===== src/rtl/vend_pkg.sv =====
// Shared types and constants for the multi-product vending controller.
package vend_pkg;

    localparam int DEFAULT_PRICE = 61;

    typedef enum logic [1:0] {
        S_IDLE    = 2'd0,
        S_COLLECT = 2'd1,
        S_VEND    = 2'd2,
        S_REFUND  = 2'd3
    } state_e;

    // Index width that stays at least one bit wide for a single-item table.
    function automatic int idx_w(input int n);
        return (n > 1) ? $clog2(n) : 1;
    endfunction

endpackage


===== src/rtl/vend_table.sv =====
// Per-item price and stock register file with one write port, one decrement
// port and two combinational read ports.
module vend_table #(
    parameter int N_ITEMS       = 8,
    parameter int IDX_W         = 3,
    parameter int CREDIT_W      = 8,
    parameter int STOCK_W       = 4,
    parameter int DEFAULT_PRICE = 61
) (
    input  logic                clk,
    input  logic                rst,
    input  logic                wr_en_i,
    input  logic [IDX_W-1:0]    wr_idx_i,
    input  logic [CREDIT_W-1:0] wr_price_i,
    input  logic [STOCK_W-1:0]  wr_stock_i,
    input  logic                dec_en_i,
    input  logic [IDX_W-1:0]    dec_idx_i,
    input  logic [IDX_W-1:0]    rd_a_idx_i,
    output logic [STOCK_W-1:0]  rd_a_stock_o,
    input  logic [IDX_W-1:0]    rd_b_idx_i,
    output logic [CREDIT_W-1:0] rd_b_price_o
);

    logic [CREDIT_W-1:0] price_q [N_ITEMS];
    logic [STOCK_W-1:0]  stock_q [N_ITEMS];

    // Table storage: reset to default price and empty stock, then write or decrement.
    always_ff @(posedge clk) begin
        if (!rst) begin
            for (int i = 0; i < N_ITEMS; i++) begin
                price_q[i] <= CREDIT_W'(DEFAULT_PRICE);
                stock_q[i] <= {STOCK_W{1'b0}};
            end
        end else begin
            for (int i = 0; i < N_ITEMS; i++) begin
                if (wr_en_i && (wr_idx_i == IDX_W'(i))) begin
                    price_q[i] <= wr_price_i;
                    stock_q[i] <= wr_stock_i;
                end else if (dec_en_i && (dec_idx_i == IDX_W'(i)) && (stock_q[i] != {STOCK_W{1'b0}})) begin
                    stock_q[i] <= stock_q[i] - STOCK_W'(1);
                end
            end
        end
    end

    assign rd_a_stock_o = stock_q[rd_a_idx_i];
    assign rd_b_price_o = price_q[rd_b_idx_i];

endmodule


===== src/rtl/vend_ctrl_multi.sv =====
// Multi-product vending controller: coin credit, pending selection, vend with
// exact change, cancel/refund and sold-out detection.
module vend_ctrl_multi #(
    parameter int N_ITEMS       = 8,
    parameter int COIN_W        = 7,
    parameter int CREDIT_W      = 8,
    parameter int STOCK_W       = 4,
    parameter int DEFAULT_PRICE = vend_pkg::DEFAULT_PRICE,
    localparam int IDX_W        = vend_pkg::idx_w(N_ITEMS)
) (
    input  logic                clk,
    input  logic                rst,
    input  logic                coin_valid,
    input  logic [COIN_W-1:0]   coin_val,
    input  logic                sel_valid,
    input  logic [IDX_W-1:0]    sel_idx,
    input  logic                cancel,
    input  logic                cfg_we,
    input  logic [IDX_W-1:0]    cfg_idx,
    input  logic [CREDIT_W-1:0] cfg_price,
    input  logic [STOCK_W-1:0]  cfg_stock,
    output logic                vend_valid,
    output logic [IDX_W-1:0]    vend_idx,
    output logic                change_valid,
    output logic [CREDIT_W-1:0] change,
    output logic                add_still,
    output logic [CREDIT_W-1:0] credit,
    output logic                coin_reject,
    output logic                sold_out
);
    import vend_pkg::*;

    state_e              state_q, state_d;
    logic [CREDIT_W-1:0] credit_q, credit_d;
    logic                pend_valid_q, pend_valid_d;
    logic [IDX_W-1:0]    pend_idx_q, pend_idx_d;
    logic                vend_valid_q, vend_valid_d;
    logic [IDX_W-1:0]    vend_idx_q, vend_idx_d;
    logic                change_valid_q, change_valid_d;
    logic [CREDIT_W-1:0] change_q, change_d;
    logic                coin_reject_q, coin_reject_d;
    logic                sold_out_q, sold_out_d;

    logic                tbl_we_s, tbl_dec_s;
    logic [STOCK_W-1:0]  sel_stock_s;
    logic [CREDIT_W-1:0] pend_price_s;
    logic                open_s, coin_ok_s, done_s;
    logic [CREDIT_W:0]   coin_sum_s;
    logic [CREDIT_W-1:0] total_s;

    vend_table #(
        .N_ITEMS       (N_ITEMS),
        .IDX_W         (IDX_W),
        .CREDIT_W      (CREDIT_W),
        .STOCK_W       (STOCK_W),
        .DEFAULT_PRICE (DEFAULT_PRICE)
    ) u_table (
        .clk          (clk),
        .rst          (rst),
        .wr_en_i      (tbl_we_s),
        .wr_idx_i     (cfg_idx),
        .wr_price_i   (cfg_price),
        .wr_stock_i   (cfg_stock),
        .dec_en_i     (tbl_dec_s),
        .dec_idx_i    (vend_idx_q),
        .rd_a_idx_i   (sel_idx),
        .rd_a_stock_o (sel_stock_s),
        .rd_b_idx_i   (pend_idx_q),
        .rd_b_price_o (pend_price_s)
    );

    // The extra sum bit flags a coin that would overflow the credit register.
    assign open_s     = (state_q == S_IDLE) || (state_q == S_COLLECT);
    assign coin_sum_s = {1'b0, credit_q} + {{(CREDIT_W + 1 - COIN_W){1'b0}}, coin_val};
    assign coin_ok_s  = coin_valid && open_s && !coin_sum_s[CREDIT_W];
    assign total_s    = coin_ok_s ? coin_sum_s[CREDIT_W-1:0] : credit_q;
    assign done_s     = (state_q == S_COLLECT) && pend_valid_q && (credit_q >= pend_price_s);

    // Next-state and registered-output decode.
    always_comb begin
        state_d        = state_q;
        credit_d       = credit_q;
        pend_valid_d   = pend_valid_q;
        pend_idx_d     = pend_idx_q;
        vend_valid_d   = 1'b0;
        vend_idx_d     = vend_idx_q;
        change_valid_d = 1'b0;
        change_d       = change_q;
        coin_reject_d  = coin_valid && !coin_ok_s;
        sold_out_d     = 1'b0;
        tbl_we_s       = 1'b0;
        tbl_dec_s      = 1'b0;
        case (state_q)
            S_IDLE, S_COLLECT: begin
                credit_d = total_s;
                tbl_we_s = cfg_we && (state_q == S_IDLE) && (credit_q == {CREDIT_W{1'b0}});
                if (coin_ok_s) begin
                    state_d = S_COLLECT;
                end else begin
                    state_d = state_q;
                end
                // A coin accepted alongside cancel or completion is folded into the payout.
                if (cancel) begin
                    state_d        = S_REFUND;
                    change_d       = total_s;
                    change_valid_d = 1'b1;
                    credit_d       = {CREDIT_W{1'b0}};
                    pend_valid_d   = 1'b0;
                end else if (done_s) begin
                    state_d        = S_VEND;
                    vend_valid_d   = 1'b1;
                    vend_idx_d     = pend_idx_q;
                    change_d       = total_s - pend_price_s;
                    change_valid_d = 1'b1;
                    credit_d       = {CREDIT_W{1'b0}};
                    pend_valid_d   = 1'b0;
                end else if (sel_valid) begin
                    if (sel_stock_s == {STOCK_W{1'b0}}) begin
                        sold_out_d = 1'b1;
                    end else begin
                        pend_valid_d = 1'b1;
                        pend_idx_d   = sel_idx;
                        state_d      = S_COLLECT;
                    end
                end else begin
                    pend_valid_d = pend_valid_q;
                end
            end
            S_VEND: begin
                state_d   = S_IDLE;
                tbl_dec_s = 1'b1;
            end
            S_REFUND: begin
                state_d = S_IDLE;
            end
            default: begin
                state_d = S_IDLE;
            end
        endcase
    end

    // Controller state and output registers.
    always_ff @(posedge clk) begin
        if (!rst) begin
            state_q        <= S_IDLE;
            credit_q       <= {CREDIT_W{1'b0}};
            pend_valid_q   <= 1'b0;
            pend_idx_q     <= {IDX_W{1'b0}};
            vend_valid_q   <= 1'b0;
            vend_idx_q     <= {IDX_W{1'b0}};
            change_valid_q <= 1'b0;
            change_q       <= {CREDIT_W{1'b0}};
            coin_reject_q  <= 1'b0;
            sold_out_q     <= 1'b0;
        end else begin
            state_q        <= state_d;
            credit_q       <= credit_d;
            pend_valid_q   <= pend_valid_d;
            pend_idx_q     <= pend_idx_d;
            vend_valid_q   <= vend_valid_d;
            vend_idx_q     <= vend_idx_d;
            change_valid_q <= change_valid_d;
            change_q       <= change_d;
            coin_reject_q  <= coin_reject_d;
            sold_out_q     <= sold_out_d;
        end
    end

    assign vend_valid   = vend_valid_q;
    assign vend_idx     = vend_idx_q;
    assign change_valid = change_valid_q;
    assign change       = change_q;
    assign credit       = credit_q;
    assign coin_reject  = coin_reject_q;
    assign sold_out     = sold_out_q;
    assign add_still    = pend_valid_q && (credit_q < pend_price_s);

endmodule


===== config.mk =====
export PLATFORM = sky130hd
export DESIGN_NAME = vend_ctrl_multi
export DESIGN_NICKNAME = d
export VERILOG_FILES = /design/src/rtl/vend_pkg.sv /design/src/rtl/vend_table.sv /design/src/rtl/vend_ctrl_multi.sv
export SDC_FILE = /design/constraint.sdc
export NUM_CORES = 1
export LEC_CHECK = 0
export ABC_CLOCK_PERIOD_IN_PS = 6130
export CORE_ASPECT_RATIO = 0.5
export CORE_MARGIN = 2
export CORE_UTILIZATION = 63
export DETAILED_ROUTE_END_ITERATION = 7
export PLACE_DENSITY_LB_ADDON = 0.05
export SYNTH_ARGS = -nofsm -noshare
export SYNTH_HDL_FRONTEND = slang
export SYNTH_SLANG_ARGS = --single-unit

===== constraint.sdc =====
create_clock -name clk -period 6.13 [get_ports clk]
set_input_delay 0.613 -clock clk [delete_from_list [all_inputs] [get_ports clk]]
set_output_delay 0.613 -clock clk [all_outputs]
set_load 0.01 [all_outputs]

==> out/results.ini <==
[outcome]
outcome = finished, final reports clean

[layout]
area_growth_pct = 18.2
fill_cells = 675
drive_gt1_share_pct = 9.19
finalNetCount = 725
antenna_cells = 0
stdcell_area_um2 = 8060

[hold_path]
hold_path.class = reg2reg

[clocking]
post_cts_resized = 0
clock-sinks = 128
cts.clk_slew.worst_paths_ns = 0.06
cts_setup_buffers = 0
cts_made_buffers = 17
insertion_delay_ns = 0.42
htree_levels = 4
clock_path_buffers = 2
root_buffer = clkbuf_16
cts_tree = yes
hold_buffers = 0

[sta]
fmax_mhz = 224
holdWs_ns = 0.481
period_minus_slack_ns = 4.47
post-route-period-util_pct = 73.0
setup_viol = 0
fin_ws_ns = 1.66
drv_slew = 0
clock_skew_ns = 0.0101
tightest_slew_ns = 1.12
fin_setup_tns_ns = 0
rsz0062_at_grt = no
hold_violations = 0
max_slew_margin_pct = 24.8

[detailed_routing]
wirelength_um = 17400
drtIter0Drc = 459
firstDrtPassIters = 6
ant_nets = 0
vias = 5211
avgViaCountPerCell = 6.39
routedWlPerCell_um = 21.3
drc_errors = 0

[critical_path]
critical_path_buf_inv_count = 2
cp_slowest_cell = a21oi_2
crit_path_cell_trace = clkdlybuf4s50_1 -> ha_1 -> fa_1 -> nand3_1 -> nand2_1 -> a21oi_2 -> mux2i_1 -> inv_1 -> ha_1 -> nor2b_1 -> o2111ai_1 -> nand3_1 -> o41ai_1 -> xor2_1 -> nor3_1 -> o41ai_1
crit_end = change[7]
rrSetupSlack_ns = 1.88
r2r_start = credit[0]
worstPathRequired_ns = 6.44
crit_path_max_incr_delay_ns = 0.53
r2r-end = change[7]
cp_max_fo = 10
cp-start-kind = primary input
worst_setup_path_end_kind = flop
cp.arrival_ns = 4.79
reg2reg_depth = 15
cpLargestDelayFamily = compound AO/OA/AOI/OAI gates
cp.depth = 16
worstSetupPathType = in2reg
cp-startpoint = coin_val[0]

[synth]
ys_top_cells_by_count = edfxtp_1 (96), nor2_1 (76), nand2_1 (54)
synthCells = 609
synth_top_area_share_pct = 42.3
synthArstFlopShare_pct = 0
ys_types = 53
syn_area_per_cell_um2 = 11.2
synth_nets = 672
synth_most_common_cell = edfxtp_1
ys_top_cells_by_area = edfxtp_1 (42%), dfxtp_1 (9.4%), mux4_2 (5.6%), ha_1 (5.5%), mux2i_1 (4.8%)
yosys.area.top_type = edfxtp_1
synth_edf_count = 96
ys_seq_area_share_pct = 51.7
yosysWarnings = 0
synth_ff_type = edfxtp_1
synth_area_um2 = 6820
synth-seq-cells = 128

[pwr]
netSwitchingFraction_pct = 24.0
p_seq_share_pct = 44.2
p_int_mw = 1.72
power_frac_clock_pct = 44.5
cellLeakagePower_nw = 2.94
p_switching_mw = 0.541
peakVddDrop_mv = 0.224
power.density_nw_per_um2 = 280
power_frac_comb_pct = 11.3

[global_routing]
grt_max_degree = 53
grt_pass1_wl_um = 27000
globalRouteTotalUtil_pct = 31.5
antenna_found_initial = 0
grt_pass1_vias = 5084
gr-total-overflow = 0

[placement]
gp_congestion = 0.852
hpwl_um = 11200
port_buffers = 54
place_area_um2 = 7470
post-place-ws_ns = 1.43

[job]
drv_cap = 0

[floorplanning]
core_um2 = 10400
io_pins = 55
dieArea_um2 = 11700
fp.dieW_um = 151
rows = 26
die_h_um = 77.6
start_util_pct = 65.7

-- power by group through the flow --
stage | sequential, mW | combinational (mW) | clock (mW)
6_report | 0.998 | 0.256 | 1.00
5_1_grt | 1.00 | 0.280 | 1.04
3_5_place_dp | 1.01 | 0.250 | 0
2_1_floorplan | 1.01 | 0.164 | 0
4_1_cts | 0.998 | 0.254 | 0.999
3_3_place_gp | 1.01 | 0.244 | 0
-- state kept, by name, indices dropped and copies added, names as in the netlist, named ones only --
name	flops
pend_valid_q	1
state_q	2
credit	8
u_table.price_q	64
pend_idx_q	3
coin_reject	1
change	8
u_table.stock_q	32
sold_out	1
vend_valid	1
vend_idx	3
change_valid	1
-- per-layer routing --
layer / part of all wire, % / wire (um) / up-vias / GRT usage (%)
met5: 0 / 0 / - / 0
met4: 2.1 / 368 / 0 / 12.1
met2: 47 / 8230 / 281 / 51.0
li1: - / - / 2358 / -
met3: 9.1 / 1590 / 43 / 7.88
met1: 41 / 7200 / 2529 / 41.4
-- cells by family after synthesis --
group	synth area share (%)
AOI/OAI and AO/OA	9.47
muxes	11.0
adders and majority gates	6.09
buffers and inverters	3.10
DFF	51.7
and+or+nand+nor	15.8
xor gates and xnor gates	2.95
-- through the flow --
stage / cells / total power, mW / util [%]
floorplan: 609 / 1.17 / -
global placement: 783 / 1.26 / 72.0
detailed placement: 783 / 1.26 / 72.0
CTS: 815 / 2.25 / 77.7
global route: 815 / 2.32 / 77.7
finish: 815 / 2.26 / 77.7
-- cell usage in the layout, fill, tap and decap left out, types with 7 or more instances in the layout --
master | synthesis | layout
edfxtp_1 | 96 | 96
nor2_1 | 76 | 76
nand2_1 | 54 | 54
clkdlybuf4s50_1 | 0 | 54
mux2i_1 | 33 | 33
dfxtp_1 | 32 | 32
o21ai_0 | 31 | 31
or3_1 | 31 | 31
inv_1 | 30 | 30
ha_1 | 30 | 30
clkbuf_16 | 0 | 18
xnor2_1 | 17 | 17
a21oi_1 | 17 | 17
mux4_2 | 17 | 17
nand3_1 | 14 | 14
nand2b_1 | 11 | 11
nor3_1 | 8 | 8
a21o_1 | 7 | 7
-- final cells by class --
cell class                 count  area (um2)  area share (%)
tap                          140         175            2.17
inverter                      30         113            1.40
clock buffer                  27         534            6.63
sequential                   128        3520            43.7
clock inverter                 5        51.3           0.637
multi-input combinational    426        3080            38.3
timing repair buffer          59         578            7.17
-- how the worst min path moves through the flow --
| stage | start | endpoint | slack (ns) | cells past startpoint |
|---|---|---|---|---|
| detailed placement | pend_idx_q[0] | flop | 0.47 | 2 |
| finish | pend_idx_q[1] | pend_idx_q[1] | 0.48 | 2 |
| floorplan | pend_idx_q[0] | flop | 0.45 | 2 |
| global route | pend_idx_q[1] | pend_idx_q[1] | 0.51 | 2 |
| global placement | pend_idx_q[0] | pend_idx_q[0] | 0.47 | 2 |
| CTS | pend_idx_q[1] | pend_idx_q[1] | 0.48 | 2 |
-- tightest hold or removal path, stage by stage, from the launching register on --
cell,delay [ns]
dfxtp_1,0.31
nand2_1,0.05
mux2i_1,0.07
Note: power is estimated with default switching activity, not from simulation.
